**config.mk**
```make
export PLATFORM = sky130hd
export DESIGN_NAME = pulse_seq_monitor
export DESIGN_NICKNAME = d
export VERILOG_FILES = /design/src/rtl/pulse_mon_pkg.sv /design/src/rtl/pulse_seq_monitor_sync_2ff.sv /design/src/rtl/pulse_seq_monitor.sv
export SDC_FILE = /design/constraint.sdc
export NUM_CORES = 1
export LEC_CHECK = 0
export CAP_MARGIN = 20
export CORE_UTILIZATION = 51
export CTS_CLUSTER_DIAMETER = 80
export DETAILED_ROUTE_END_ITERATION = 6
export PLACE_DENSITY = 0.79
export SYNTH_ARGS = -nofsm -noshare
export SYNTH_HDL_FRONTEND = slang
export SYNTH_HIERARCHICAL = 1
export SYNTH_SLANG_ARGS = --single-unit
```
**constraint.sdc**
```tcl
create_clock -name clk -period 3.7 [get_ports clk]
set_input_delay 0.74 -clock clk [delete_from_list [all_inputs] [get_ports clk]]
set_output_delay 0.74 -clock clk [all_outputs]
set_load 0.005 [all_outputs]
```
**src/rtl/pulse_mon_pkg.sv**
```systemverilog
// Shared types and defaults for the pulse_seq_monitor slice: FSM state
// encoding, error-bit positions and the phase-successor helper.
package pulse_mon_pkg;

    typedef enum logic [2:0] {
        ST_IDLE = 3'd0,
        ST_P1   = 3'd1,
        ST_G1   = 3'd2,
        ST_P2   = 3'd3,
        ST_G2   = 3'd4,
        ST_P3   = 3'd5
    } state_t;

    localparam int ERR_SHAPE = 0;
    localparam int ERR_GAP   = 1;
    localparam int ERR_ABORT = 2;

    localparam int DEF_TOL       = 4;
    localparam int DEF_TIMEOUT   = 200000;
    localparam int DEF_MIN_WIDTH = 2;

    // Phase that follows a completed pulse or gap measurement.
    function automatic state_t phase_after(input state_t s);
        state_t n;
        case (s)
            ST_P1:   n = ST_G1;
            ST_G1:   n = ST_P2;
            ST_P2:   n = ST_G2;
            ST_G2:   n = ST_P3;
            default: n = ST_IDLE;
        endcase
        return n;
    endfunction

endpackage

```
**src/rtl/pulse_seq_monitor_sync_2ff.sv**
```systemverilog
// Two-flop synchronizer bringing the asynchronous rf line into the clk domain.
module sync_2ff (
    input  logic clk,
    input  logic rst_n,
    input  logic d,
    output logic q
);

    logic s1_r;
    logic s2_r;

    // Metastability filter chain, cleared to 0 on reset.
    always_ff @(posedge clk or negedge rst_n) begin
        if (!rst_n) begin
            s1_r <= 1'b0;
            s2_r <= 1'b0;
        end else begin
            s1_r <= d;
            s2_r <= s1_r;
        end
    end

    assign q = s2_r;

endmodule

```
**src/rtl/pulse_seq_monitor.sv**
```systemverilog
// Measures the pi/2-T-pi-T-pi/2 rf pulse train and reports one result per
// sequence. Define PULSE_MON_CHECK_EN to build the width/gap shape checks.
module pulse_seq_monitor
    import pulse_mon_pkg::*;
#(
    parameter int CNT_W     = 32,
    parameter int TOL       = DEF_TOL,
    parameter int TIMEOUT   = DEF_TIMEOUT,
    parameter int MIN_WIDTH = DEF_MIN_WIDTH
) (
    input  logic             clk,
    input  logic             rst_n,
    input  logic             pulse_in,
    output logic             seq_valid,
    output logic             seq_ok,
    output logic [2:0]       err,
    output logic [CNT_W-1:0] width1,
    output logic [CNT_W-1:0] width2,
    output logic [CNT_W-1:0] width3,
    output logic [CNT_W-1:0] gap1,
    output logic [CNT_W-1:0] gap2,
    output logic [15:0]      seq_count
);

    localparam logic [CNT_W-1:0] CNT_ZERO  = {CNT_W{1'b0}};
    localparam logic [CNT_W-1:0] CNT_ONE   = CNT_W'(1);
    localparam logic [CNT_W-1:0] CNT_MAX   = {CNT_W{1'b1}};
    localparam logic [CNT_W-1:0] TIMEOUT_C = CNT_W'(TIMEOUT);
    localparam logic [CNT_W-1:0] MIN_W_C   = CNT_W'(MIN_WIDTH);

    logic s2_s, s3_r, rise_s, fall_s;
    state_t state_r, state_next;
    logic [CNT_W-1:0] cnt_r, cnt_next, cnt_inc_s;
    logic start_s, latch_s, finish_s, abort_s;
    logic shape_err_s, gap_err_s;

    logic             seq_valid_r, seq_valid_next;
    logic             seq_ok_r, seq_ok_next;
    logic [2:0]       err_r, err_next;
    logic [CNT_W-1:0] width1_r, width2_r, width3_r, gap1_r, gap2_r;
    logic [CNT_W-1:0] width1_next, width2_next, width3_next, gap1_next, gap2_next;
    logic [15:0]      seq_count_r, seq_count_next;

    sync_2ff u_sync (
        .clk   (clk),
        .rst_n (rst_n),
        .d     (pulse_in),
        .q     (s2_s)
    );

    assign rise_s    = s2_s & ~s3_r;
    assign fall_s    = ~s2_s & s3_r;
    assign cnt_inc_s = (cnt_r == CNT_MAX) ? cnt_r : cnt_r + CNT_ONE;

`ifdef PULSE_MON_CHECK_EN
    localparam int DW = CNT_W + 2;
    logic signed [DW-1:0] d_w2_s, d_w3_s, d_gap_s;

    function automatic logic exceeds_tol(input logic signed [DW-1:0] d);
        return (d > $signed(DW'(TOL))) || (d < -$signed(DW'(TOL)));
    endfunction

    // width3 is still in cnt_r on the finishing edge.
    assign d_w2_s      = $signed({2'b00, width2_r}) - $signed({1'b0, width1_r, 1'b0});
    assign d_w3_s      = $signed({2'b00, cnt_r}) - $signed({2'b00, width1_r});
    assign d_gap_s     = $signed({2'b00, gap2_r}) - $signed({2'b00, gap1_r});
    assign shape_err_s = exceeds_tol(d_w2_s) | exceeds_tol(d_w3_s);
    assign gap_err_s   = exceeds_tol(d_gap_s);
`else
    assign shape_err_s = 1'b0;
    assign gap_err_s   = 1'b0;
`endif

    // FSM state register.
    always_ff @(posedge clk or negedge rst_n) begin
        if (!rst_n) begin
            state_r <= ST_IDLE;
        end else begin
            state_r <= state_next;
        end
    end

    // Next-state and run-counter control.
    always_comb begin
        state_next = state_r;
        cnt_next   = cnt_r;
        start_s    = 1'b0;
        latch_s    = 1'b0;
        finish_s   = 1'b0;
        abort_s    = 1'b0;
        case (state_r)
            ST_IDLE: begin
                if (rise_s) begin
                    state_next = ST_P1;
                    cnt_next   = CNT_ONE;
                    start_s    = 1'b1;
                end else begin
                    cnt_next   = CNT_ZERO;
                end
            end
            ST_P1, ST_P2, ST_P3: begin
                if (fall_s && (cnt_r < MIN_W_C)) begin
                    abort_s    = 1'b1;
                    state_next = ST_IDLE;
                    cnt_next   = CNT_ZERO;
                end else if (fall_s) begin
                    latch_s    = 1'b1;
                    finish_s   = (state_r == ST_P3);
                    state_next = phase_after(state_r);
                    cnt_next   = (state_r == ST_P3) ? CNT_ZERO : CNT_ONE;
                end else if (cnt_inc_s >= TIMEOUT_C) begin
                    abort_s    = 1'b1;
                    state_next = ST_IDLE;
                    cnt_next   = CNT_ZERO;
                end else begin
                    cnt_next   = cnt_inc_s;
                end
            end
            ST_G1, ST_G2: begin
                if (rise_s) begin
                    latch_s    = 1'b1;
                    state_next = phase_after(state_r);
                    cnt_next   = CNT_ONE;
                end else if (cnt_inc_s >= TIMEOUT_C) begin
                    abort_s    = 1'b1;
                    state_next = ST_IDLE;
                    cnt_next   = CNT_ZERO;
                end else begin
                    cnt_next   = cnt_inc_s;
                end
            end
            default: begin
                state_next = ST_IDLE;
                cnt_next   = CNT_ZERO;
            end
        endcase
    end

    // Next values of the result fields, strobe and sequence counter.
    always_comb begin
        seq_valid_next = 1'b0;
        seq_ok_next    = seq_ok_r;
        err_next       = err_r;
        width1_next    = width1_r;
        width2_next    = width2_r;
        width3_next    = width3_r;
        gap1_next      = gap1_r;
        gap2_next      = gap2_r;
        seq_count_next = seq_count_r;
        if (start_s) begin
            width1_next = CNT_ZERO;
            width2_next = CNT_ZERO;
            width3_next = CNT_ZERO;
            gap1_next   = CNT_ZERO;
            gap2_next   = CNT_ZERO;
        end else if (latch_s) begin
            case (state_r)
                ST_P1:   width1_next = cnt_r;
                ST_G1:   gap1_next   = cnt_r;
                ST_P2:   width2_next = cnt_r;
                ST_G2:   gap2_next   = cnt_r;
                ST_P3:   width3_next = cnt_r;
                default: width1_next = width1_r;
            endcase
        end else begin
            width1_next = width1_r;
        end
        if (finish_s) begin
            seq_valid_next      = 1'b1;
            err_next            = 3'b000;
            err_next[ERR_SHAPE] = shape_err_s;
            err_next[ERR_GAP]   = gap_err_s;
            seq_ok_next         = ~(shape_err_s | gap_err_s);
            seq_count_next      = (shape_err_s | gap_err_s) ? seq_count_r : seq_count_r + 16'd1;
        end else if (abort_s) begin
            seq_valid_next      = 1'b1;
            err_next            = 3'b000;
            err_next[ERR_ABORT] = 1'b1;
            seq_ok_next         = 1'b0;
        end else begin
            seq_valid_next = 1'b0;
        end
    end

    // Datapath and output registers.
    always_ff @(posedge clk or negedge rst_n) begin
        if (!rst_n) begin
            s3_r        <= 1'b0;
            cnt_r       <= CNT_ZERO;
            seq_valid_r <= 1'b0;
            seq_ok_r    <= 1'b0;
            err_r       <= 3'b000;
            width1_r    <= CNT_ZERO;
            width2_r    <= CNT_ZERO;
            width3_r    <= CNT_ZERO;
            gap1_r      <= CNT_ZERO;
            gap2_r      <= CNT_ZERO;
            seq_count_r <= 16'd0;
        end else begin
            s3_r        <= s2_s;
            cnt_r       <= cnt_next;
            seq_valid_r <= seq_valid_next;
            seq_ok_r    <= seq_ok_next;
            err_r       <= err_next;
            width1_r    <= width1_next;
            width2_r    <= width2_next;
            width3_r    <= width3_next;
            gap1_r      <= gap1_next;
            gap2_r      <= gap2_next;
            seq_count_r <= seq_count_next;
        end
    end

    assign seq_valid = seq_valid_r;
    assign seq_ok    = seq_ok_r;
    assign err       = err_r;
    assign width1    = width1_r;
    assign width2    = width2_r;
    assign width3    = width3_r;
    assign gap1      = gap1_r;
    assign gap2      = gap2_r;
    assign seq_count = seq_count_r;

endmodule

```
==> flow_metrics.py, run 1 <==
metrics = {
    "run_status": {
        "status": "finished, final reports clean",
    },
    "route": {
        "post-route-drc-count": 0,
        "drtAntennaViolNets": 0,
        "wire_per_inst_um": 17.5,
        "num_vias": 7486,
        "drt_iter0_markers": 642,
        "viasPerCell": 5.57,
        "wl_mm": 23.6,
        "first_pass_iters": 5,
    },
    "timing": {
        "setup-violations-final": 0,
        "min_period_ns": 3.40,
        "clock_skew_ns": 0.00981,
        "rsz0062_at_grt": "no",
        "slew_violations": 0,
        "finalHoldViolCount": 0,
        "fmax_ghz": 0.294,
        "fin_tns_setup_ns": 0,
        "worst_pin_slew_ns": 0.886,
        "slew_headroom_pct": 40.9,
        "period_share_pct": 91.8,
    },
    "finish": {
        "drive_above_1_share_pct": 6.70,
        "antenna_cells": 0,
        "syn_to_final_growth_pct": 30.7,
        "final_area_um2": 11800,
        "n_fill_cell": 1316,
        "fin_nets": 1111,
    },
    "floorplan": {
        "ios": 184,
        "initial_core_util_pct": 52.2,
        "core.rowCount": 48,
        "die_w_um": 135,
        "die-area_um2": 18200,
        "core-area_um2": 17300,
        "die_h_um": 135,
    },
    "placement": {
        "io_buffers": 181,
        "dpl_cell_area_um2": 11000,
        "gp_congestion": 0.929,
        "hpwl_mm": 16.3,
    },
    "global_routing": {
        "grt_pass1_vias": 6930,
        "grt.total_usage_pct": 26.4,
        "antenna_found_initial": 0,
        "grt_max_degree": 119,
        "grt-ovfl-total": 0,
        "grt_pass1_wl_mm": 37.8,
    },
    "yosys": {
        "synth_flop_cell": "dfrtp_1",
        "syn-cell-area_um2": 9030,
        "synth_edf_count": 0,
        "yosys_warnings": 6,
        "synth_largest_area_cell": "dfrtp_1",
        "synth_cells": 935,
        "synthTopCellsByCount": "nand2_1, dfrtp_1, o21ai_0, clkbuf_1, nor2_1",
        "ys_types": 64,
        "async_flop_share_pct": 100,
        "synth_seq_cells": 217,
        "synth.most_common_cell": "nand2_1",
        "synth.area.top_cells": "dfrtp_1, nand2_1, o21ai_0",
        "yosysTopAreaCellShare_pct": 60.2,
        "postSynthAreaPerCell_um2": 9.65,
        "yosysSeqAreaShare_pct": 60.2,
    },
    "cts": {
        "hold_buffers": 0,
        "cts_setup_buffers": 0,
        "clkSinkCount": 217,
        "cts_root_buf": "clkbuf_16",
        "clk_pin_slew_ns": 0.06,
        "numCtsBuffers": 22,
        "cts.path.max_buffers": 3,
        "cts_tree": "yes",
        "htree_levels": 1,
        "post_cts_resized": 0,
        "clk_latency_ns": 0.49,
    },
    "hold_path": {
        "hold_path_class": "in2async",
    },
    "run": {
        "maxCapViolations": 0,
    },
    "pwr": {
        "powerDensity_nw_per_um2": 516,
        "vdd_drop_max_uv": 338,
        "p_leak_nw": 5.03,
    },
    "worst_setup_path": {
        "crit_type": "reg2reg",
        "critPathLaunchType": "flip-flop",
        "cp-end-kind": "flip-flop",
        "cp.required_ns": 4.08,
        "arrival_ns": 3.78,
        "critical_path.max_fanout": 9,
    },
}
## cell usage in the layout (no fill, tap or decap), types with 3 or more instances in the layout
cell type,Yosys,routed
inv_1,6,6
or4_1,4,4
xor2_1,9,9
o21ai_0,163,163
nor3_1,9,9
nor4_1,7,7
nor2_1,42,42
o31ai_1,8,8
nand4_1,17,17
or2_2,4,4
and3_1,12,12
nand2_1,258,257
nand3_1,21,21
a41oi_1,3,3
conb_1,1,16
clkbuf_8,0,3
buf_4,5,19
xnor2_1,24,24
clkbuf_1,45,3
bufinv_16,0,3
dfrtp_1,217,217
clkinv_2,0,6
mux2i_1,4,4
a21oi_1,7,7
clkbuf_16,0,23
clkdlybuf4s50_1,0,180
## cell type report
| class | instances | area [µm²] | area share, % |
|---|---|---|---|
| Timing Repair Buffer | 201 | 1980 | 16.8 |
| Sequential cell | 217 | 5430 | 46.0 |
| Clock buffer | 29 | 628 | 5.33 |
| Clock inverter | 9 | 120 | 1.02 |
| Inverter | 8 | 30.0 | 0.255 |
| Multi-Input combinational cell | 656 | 3330 | 28.2 |
| Tap cell | 225 | 282 | 2.39 |
## report_power, final
part	switching, mW	internal (mW)	leakage, nW	total, mW
registers	0.174	2.63	2.90	2.81
clock network	0.880	1.40	0.374	2.28
logic	0.479	0.527	1.76	1.01
## state kept, by name, summed over array words and instances (netlist names)
signal and flops:
cnt_r 32, width2 32, width3 32, width1 32
gap1 32, u_sync/q 1, s3_r 1, seq_count 16
u_sync/s1_r 1, seq_ok 1, gap2 32, err 1
state_r 3, seq_valid 1
## final timing paths
| path | startpoint | slack (ns) | end | cells after the start |
|---|---|---|---|---|
| worst min register to register | u_sync/s1_r | 0.36 | u_sync/q | 0 |
| worst min-delay path | rst_n | 0.30 | width1[25] | 1 |
| min in group clk | u_sync/s1_r | 0.36 | u_sync/q | 0 |
| worst max register to register | cnt_r[17] | 0.30 | seq_ok | 8 |
| worst max-delay path | cnt_r[17] | 0.30 | seq_ok | 8 |
| max in group asynchronous | rst_n | 2.50 | seq_count[3] | 2 |
## critical path, cell delays in order (launching register included)
cell      delay [ns]
dfrtp_1         0.54
nand4_2         0.25
or4_1           0.69
or3_1           0.54
a221oi_2        0.30
o22ai_1         0.12
a221o_2         0.46
a21bo_2         0.26
nor2b_1         0.12
## routing by layer
layer,share of wire [%],wire length (µm),track usage [%],vias to the layer above
met1,48,11200,41.9,3655
li1,-,-,-,3495
met5,0,0,0,-
met3,6.9,1620,3.60,28
met2,44,10400,38.5,308
met4,1.3,301,5.62,0
## cell families after synthesis
logic type                 Yosys count  synth area share [%]
muxes                                4                 0.444
buffers and inverters               77                  3.69
AOI/OAI and AO/OA                  209                  13.1
adders and majority gates            2                 0.277
and+or+nand+nor                    392                  19.1
xor gates and xnor gates            33                  3.20
DFF                                217                  60.2
other                                1                0.0415
## stage by stage
step           instances  hold WS (ns)  utilization, %  total power [mW]  setup WS (ns)
6_report            1345         0.304            68.2              6.09          0.302
5_1_grt             1345         0.370            68.2              6.35          0.109
4_1_cts             1345         0.364            68.2              6.14          0.387
3_5_place_dp        1307         0.351            63.9              3.86          0.409
3_3_place_gp        1307         0.334            63.9              3.82          0.479
2_1_floorplan        950         0.331               -              3.18          0.738
(Power assumes the default switching activity.)
==> run 2: changes to the inputs <==
--- a/config.mk
+++ b/config.mk
@@ -6,6 +6,7 @@
 export NUM_CORES = 1
 export LEC_CHECK = 0
 export CAP_MARGIN = 20
+export CORE_MARGIN = 2
 export CORE_UTILIZATION = 51
 export CTS_CLUSTER_DIAMETER = 80
 export DETAILED_ROUTE_END_ITERATION = 6
==> run 2 against run 1 <==
Effect of this change: hold slack about the same; combinational power about the same; clock skew about the same; highest routed layer unchanged; critical path depth unchanged; critical path type unchanged; utilization down 0.37 points.
==> flow_metrics.py, run 2 (synthesis results as in run 1) <==
metrics = {
    "timing": {
        "clock_skew_ns": 0.00943,
        "period_share_pct": 91.6,
        "fin_tns_setup_ns": 0,
        "rsz0062_at_grt": "no",
        "slew_violations": 0,
        "slew_headroom_pct": 43.4,
        "setup-violations-final": 0,
        "fmax_ghz": 0.295,
        "min_period_ns": 3.39,
        "finalHoldViolCount": 0,
        "finalWorstSetupSlack_ns": 0.312,
        "worst_pin_slew_ns": 0.849,
    },
    "cts": {
        "clk_pin_slew_ns": 0.06,
        "cts_setup_buffers": 0,
        "numCtsBuffers": 22,
        "clk_latency_ns": 0.49,
        "cts_root_buf": "clkbuf_16",
        "hold_buffers": 0,
        "cts_tree": "yes",
        "post_cts_resized": 0,
        "clkSinkCount": 217,
        "htree_levels": 1,
        "cts.path.max_buffers": 3,
    },
    "finish": {
        "final_cell_mix": "nand2_1, dfrtp_1, clkdlybuf4s50_1",
        "fin_nets": 1109,
        "fin_cells": 1342,
        "final_area_um2": 11700,
        "final_common_cell": "nand2_1",
        "syn_to_final_growth_pct": 30.0,
        "antenna_cells": 0,
        "drive_above_1_share_pct": 6.36,
    },
    "placement": {
        "io_buffers": 181,
        "dpl_cell_area_um2": 11000,
        "preCtsSetupSlack_ns": 0.353,
        "hpwl_mm": 16.6,
        "placed_cells": 1305,
        "gp_congestion": 0.959,
    },
    "pwr": {
        "p_total_mw": 5.90,
        "powerDensity_nw_per_um2": 503,
        "vdd_drop_max_uv": 460,
        "p_leak_nw": 4.99,
    },
    "worst_setup_path": {
        "critPathLaunchType": "flip-flop",
        "critical_path.max_fanout": 17,
        "cp.required_ns": 4.11,
        "rrSetupSlack_ns": 0.31,
        "cp-end-kind": "flip-flop",
        "crit_type": "reg2reg",
        "arrival_ns": 3.80,
    },
    "global_routing": {
        "grt.total_usage_pct": 25.4,
        "grt-ovfl-total": 0,
        "antenna_found_initial": 0,
        "grt_max_degree": 112,
        "grt_pass1_wl_mm": 37.5,
        "grt_pass1_vias": 6877,
    },
    "route": {
        "drt_iter0_markers": 609,
        "drtAntennaViolNets": 0,
        "wire_per_inst_um": 17.8,
        "first_pass_iters": 6,
        "num_vias": 7437,
        "viasPerCell": 5.54,
        "wl_mm": 23.9,
        "post-route-drc-count": 0,
    },
    "run_status": {
        "status": "finished, final reports clean",
    },
    "run": {
        "maxCapViolations": 0,
    },
    "floorplan": {
        "ios": 184,
        "die_w_um": 137,
        "core.rowCount": 48,
        "die_h_um": 137,
        "initial_core_util_pct": 52.2,
        "core-area_um2": 17300,
        "die-area_um2": 18800,
    },
    "hold_path": {
        "hold_path_class": "in2async",
    },
}
-- run 2: changes by cell type in the layout (fill, tap and decap cells not counted), sizes merged --
cell	previous run	this run
buf	21	19
clkinvlp	0	1
bufinv	3	0
clkbuf	29	32
clkinv	7	5
-- run 2: layout make-up --
type                    instances  area, µm²
multi-input cells             656       3330
inverters                       8       30.0
well taps                     225        282
fillers                      1378       5570
flip-flops and latches        217       5430
clock buffers                  32        659
clock inverters                 5       27.5
repair buffers                199       1980
-- run 2: report_power, final --
group	internal, mW	leakage (nW)	switching (mW)
combinational	0.525	1.75	0.468
sequential	2.63	2.90	0.185
clock	1.23	0.340	0.865
total	4.39	4.99	1.52
-- run 2: worst paths after layout --
kind | startpoint | to | cells after the start
max reg2reg | cnt_r[16] | cnt_r[2] | 8
max in group asynchronous | rst_n | width1[14] | 2
max | cnt_r[16] | cnt_r[2] | 8
min | rst_n | gap2[3] | 1
min reg2reg | u_sync/s1_r | u_sync/q | 0
min in group clk | u_sync/s1_r | u_sync/q | 0
-- run 2: routing by layer --
layer,wire (µm),up-vias,track usage [%]
li1,-,3475,-
met1,11000,3635,39.2
met2,10600,298,37.6
met3,1890,29,4.70
met4,356,0,5.33
met5,0,-,0
-- run 2: metrics by stage --
step | hold WS (ns) | util, %
floorplan | 0.331 | -
global placement | 0.333 | 63.9
detailed placement | 0.337 | 63.9
CTS | 0.334 | 67.8
global route | 0.360 | 67.8
finish | 0.304 | 67.8
-- run 2: critical path: stages, from the launching register on --
cell,delay (ns)
dfrtp_1,0.56
nand4_2,0.22
or4_1,0.68
or3_1,0.54
a311oi_1,0.32
o211a_1,0.20
a221o_2,0.27
nand3_4,0.24
a211oi_2,0.26
